===== config.mk =====
export PLATFORM = sky130hd
export DESIGN_NAME = serial_subtractor
export DESIGN_NICKNAME = d
export VERILOG_FILES = /design/src/rtl/serial_sub_pkg.sv /design/src/rtl/full_subtractor_bit.sv /design/src/rtl/serial_subtractor.sv
export SDC_FILE = /design/constraint.sdc
export NUM_CORES = 1
export LEC_CHECK = 0
export ABC_AREA = 1
export BUFFER_PORTS_ARGS = -buffer_cell sky130_fd_sc_hd__buf_2
export CORE_UTILIZATION = 35
export DETAILED_ROUTE_END_ITERATION = 10
export GPL_TIMING_DRIVEN = 0
export HOLD_SLACK_MARGIN = 0.06
export PLACE_DENSITY = 0.66
export SETUP_SLACK_MARGIN = 0.5
export SYNTH_ARGS = -nofsm -noshare
export SYNTH_HDL_FRONTEND = slang
export SYNTH_SLANG_ARGS = --single-unit

===== constraint.sdc =====
create_clock -name CLK -period 1.5 [get_ports CLK]
set_clock_uncertainty 0.15 [all_clocks]
set_input_delay 0.075 -clock CLK [delete_from_list [all_inputs] [get_ports CLK]]
set_output_delay 0.075 -clock CLK [all_outputs]
set_load 0.005 [all_outputs]

===== src/rtl/serial_sub_pkg.sv =====
// serial_sub_pkg: shared FSM encoding and default width for the bit-serial subtractor
package serial_sub_pkg;

    localparam int SUB_WIDTH_DEFAULT = 8;

    localparam logic ST_IDLE = 1'b0;
    localparam logic ST_RUN  = 1'b1;

    typedef enum logic {
        S_IDLE = ST_IDLE,
        S_RUN  = ST_RUN
    } state_t;

endpackage


===== src/rtl/full_subtractor_bit.sv =====
// full_subtractor_bit: one-bit a - b - bin built from two half-subtractor stages
module full_subtractor_bit (
    input  logic a,
    input  logic b,
    input  logic bin,
    output logic d,
    output logic bout
);

    logic w_d1;
    logic w_b1;
    logic w_b2;

    // first stage subtracts b from a, second stage subtracts the incoming borrow
    always_comb begin
        w_d1 = a ^ b;
        w_b1 = ~a & b;
        d    = w_d1 ^ bin;
        w_b2 = ~w_d1 & bin;
        bout = w_b1 | w_b2;
    end

endmodule


===== src/rtl/serial_subtractor.sv =====
// serial_subtractor: bit-serial WIDTH-bit diff = a - b, LSB first, start/done handshake.
// Define SERIAL_SUB_SIGNED_OVF_EN to add the two's-complement overflow output ovf.
module serial_subtractor
    import serial_sub_pkg::*;
#(
    parameter int WIDTH = SUB_WIDTH_DEFAULT
) (
    input  logic             CLK,
    input  logic             reset,
    input  logic             start,
    input  logic [WIDTH-1:0] a,
    input  logic [WIDTH-1:0] b,
    output logic             busy,
    output logic             done,
    output logic [WIDTH-1:0] diff,
    output logic             bout
`ifdef SERIAL_SUB_SIGNED_OVF_EN
    ,
    output logic             ovf
`endif
);

    localparam int              CW   = (WIDTH > 1) ? $clog2(WIDTH) : 1;
    localparam logic [CW-1:0]   LAST = CW'(WIDTH - 1);

    state_t           r_state;
    logic [WIDTH-1:0] r_a_sh;
    logic [WIDTH-1:0] r_b_sh;
    logic [WIDTH-1:0] r_res_sh;
    logic [CW-1:0]    r_cnt;
    logic             r_borrow;
    logic             w_d;
    logic             w_br_next;
    logic [WIDTH-1:0] w_res_next;
`ifdef SERIAL_SUB_SIGNED_OVF_EN
    logic             r_a_msb;
    logic             r_b_msb;
`endif

    full_subtractor_bit u_fs (
        .a    (r_a_sh[0]),
        .b    (r_b_sh[0]),
        .bin  (r_borrow),
        .d    (w_d),
        .bout (w_br_next)
    );

    assign w_res_next = {w_d, r_res_sh[WIDTH-1:1]};

    // control FSM plus operand/result shift registers; results update only on the final bit
    always_ff @(posedge CLK) begin
        if (reset) begin
            r_state  <= S_IDLE;
            r_a_sh   <= '0;
            r_b_sh   <= '0;
            r_res_sh <= '0;
            r_cnt    <= '0;
            r_borrow <= 1'b0;
            busy     <= 1'b0;
            done     <= 1'b0;
            diff     <= '0;
            bout     <= 1'b0;
`ifdef SERIAL_SUB_SIGNED_OVF_EN
            r_a_msb  <= 1'b0;
            r_b_msb  <= 1'b0;
            ovf      <= 1'b0;
`endif
        end else begin
            done <= 1'b0;
            case (r_state)
                S_IDLE: begin
                    if (start) begin
                        r_a_sh   <= a;
                        r_b_sh   <= b;
                        r_borrow <= 1'b0;
                        r_cnt    <= '0;
                        busy     <= 1'b1;
                        r_state  <= S_RUN;
`ifdef SERIAL_SUB_SIGNED_OVF_EN
                        r_a_msb  <= a[WIDTH-1];
                        r_b_msb  <= b[WIDTH-1];
`endif
                    end
                end
                S_RUN: begin
                    r_a_sh   <= r_a_sh >> 1;
                    r_b_sh   <= r_b_sh >> 1;
                    r_res_sh <= w_res_next;
                    r_borrow <= w_br_next;
                    r_cnt    <= r_cnt + CW'(1);
                    if (r_cnt == LAST) begin
                        diff    <= w_res_next;
                        bout    <= w_br_next;
                        done    <= 1'b1;
                        busy    <= 1'b0;
                        r_state <= S_IDLE;
`ifdef SERIAL_SUB_SIGNED_OVF_EN
                        ovf     <= (r_a_msb != r_b_msb) && (w_d != r_a_msb);
`endif
                    end
                end
                default: r_state <= S_IDLE;
            endcase
        end
    end

endmodule


==> metrics.yaml <==
status: "finished, violations left"
violations: "negative hold slack"
worstPathMaxFanout: 2
ys_seq_area_share_pct: 48.5
utilization_pct: 61.6
dr.pass1.iters: 4
fp.dieW_um: 69.8
required_ns: 1.57
worst-r2r-cell-count: 4
port_buffers: 27
period_minus_slack_ns: 1.36
holdPathStages: 4
initial_core_util_pct: 36.7
met2_usage_pct: 32.7
num_rows: 24
antenna_found_initial: 0
finalCritPeriodShare_pct: 90.6
drv_slew: 0
finalSetupViolCount: 0
max_freq_mhz: 736
hp-class: "in2reg"
layout_common_cells: "nand2_1 (58), dfxtp_1 (30), buf_2 (29)"
yosys.cell_types.count: 17
grt_start_max_net_pins: 12
grt_pass1_vias: 1676
clock_path_buffers: 2
yosysWarnings: 0
tightestPinTransition_ns: 0.516
ios: 30
htreeDepth: 2
nFillCells: 336
gr-total-overflow: 0
power.density_nw_per_um2: 823
p_int_mw: 1.62
grt-busiest-layer: "met2"
seqPwrFrac_pct: 50.2
pwr-share-comb_pct: 19.2
design_area_um2: 2700
dp.cells: 301
syn_nets: 245
detail-route-antenna-nets: 0
clk_pin_slew_worst_paths_ns: 0.07
critical_path_arrival_ns: 1.42
switching_share_pct: 27.2
grt_use_met3_pct: 5.96
die_h_um: 69.8
holdCritStartpoint: "reset"
p_leak_nw: 1.30
holdWs_ns: -0.0151
cp-start-kind: "flip-flop"
dpl-instance-area_um2: 1880
cts.sinks: 39
final_nets: 311
final_cells: 341
wl_per_cell_um: 13.9
cts_made_buffers: 5
peakVddDrop_v: 0.000526
synth-seq-cells: 39
drc: 0
synth.avg_cell_area_um2: 7.25
coreArea_um2: 4380
gp_congestion: 0.763
clockPowerShare_pct: 30.5
hold_end: "r_res_sh[1]"
relSlewSlack_pct: 65.6
cts_root_buf: "clkbuf_8"
synthCells: 222
first_iter_violations: 112
drv_cap: 0
syn_area_um2: 1610
drive_gt1_share_pct: 47.1
hold_viol_final: 2
r2r-start: "r_borrow"
grt_use_met1_pct: 25.7
final_common_cell: "nand2_1"
insertion_delay_ns: 0.29
grt_first_pass_wirelength_mm: 7.88
rrSetupSlack_ns: 0.14
finalWirelength_mm: 4.75
vias: 1693
grt_setup_unrepaired: "true"
cts_tree: "yes"
area_growth_pct: 67.8
p_sw_mw: 0.604
grt_use_total_pct: 20.7
r2r_end: "r_res_sh[7]"
finalSetupTns_ns: 0
total_power_mw: 2.22
postCtsHoldBufs: 17
worst-setup-path-type: "reg2reg"
dieArea_um2: 4880
place_hpwl_mm: 2.37
viasPerCell: 4.96
antennaDiodeCount: 0
crit_path_end_kind: "flip-flop"
==> routing by layer <==
| layer | vias up | wire, µm |
|---|---|---|
| met5 | - | 0 |
| met4 | 0 | 67 |
| met3 | 11 | 271 |
| met2 | 58 | 2240 |
| met1 | 797 | 2170 |
| li1 | 827 | - |
==> final cells by class <==
class                   count  area [µm²]  share of cell area, %
repair inverters            1        11.3                  0.417
flip-flops and latches     39         795                   29.4
multi-input cells         150        1040                   38.6
well taps                  52        65.1                   2.41
clock inverters             1        5.00                  0.185
repair buffers             57         484                   17.9
inverters                  21        98.8                   3.66
clock buffers               7        76.3                   2.83
plain buffers              13         123                   4.54
==> state kept, by name (all words and copies together), names as in the netlist <==
signal / count
busy: 1
r_res_sh: 7
diff: 8
r_cnt: 3
r_borrow: 1
done: 1
r_a_sh: 8
r_state: 1
r_b_sh: 8
bout: 1
==> worst max-delay path, cell delays in order (launching register included) <==
cell,delay [ns]
dfxtp_2,0.33
inv_2,0.04
fa_2,0.58
nand2_1,0.06
a21oi_1,0.12
==> metrics by stage <==
| stage | worst slack (ns) | hold slack [ns] |
|---|---|---|
| floorplan | 0.256 | 0.0677 |
| global placement | 0.181 | 0.182 |
| detailed placement | 0.166 | 0.190 |
| CTS | 0.149 | -0.0175 |
| global route | 0.0564 | 0.00522 |
| finish | 0.141 | -0.0151 |
==> worst max path at each step <==
stage	startpoint	end	slack, ns	cells after the start
floorplan	r_borrow	r_res_sh[7]	0.26	4
global placement	r_borrow	diff[7]	0.18	4
detailed placement	r_borrow	diff[7]	0.17	4
CTS	r_borrow	diff[7]	0.15	4
global route	r_b_sh[0]	r_res_sh[7]	0.06	4
finish	r_borrow	r_res_sh[7]	0.14	4
==> synth_stat cells, drive strengths merged <==
master,instances,area [µm²]
nand2,71,274
nor3,1,5.00
clkbuf,3,12.5
buf,10,62.6
a21oi,14,70.1
nor2,23,88.8
o21ai,8,40.0
fa,1,20.0
nand3,28,140
inv,21,78.8
dfxtp,39,781
ha,3,37.5
==> logic make-up (layout without fill, tap and decap cells) <==
kind of cell    Yosys count  in the layout  share of synthesized area [%]
simple gates            123            124                           31.5
flops                    39             39                           48.5
buf+inv                  34            100                           9.56
fa+ha+maj                 4              4                           3.57
compound gates           22             22                           6.84
==> what timing repair did <==
| action | 4_1_cts | 5_1_grt |
|---|---|---|
| hold endpoints to repair | 20 | 2 |
| endpoints found under the setup margin | 39 | 44 |
| cloned | 7 | 0 |
| setup buffers | 8 | 0 |
| pin swaps | 33 | 10 |
| resized for setup | 75 | 37 |
==> power groups by stage <==
stage	clock (mW)	sequential, mW	combinational (mW)
after floorplan	0	1.13	0.159
after global placement	0	1.13	0.217
after detailed placement	0	1.13	0.221
after CTS	0.695	1.11	0.376
after global routing	0.750	1.12	0.462
final	0.679	1.12	0.428
No activity file was read; power rests on OpenSTA's default activity.
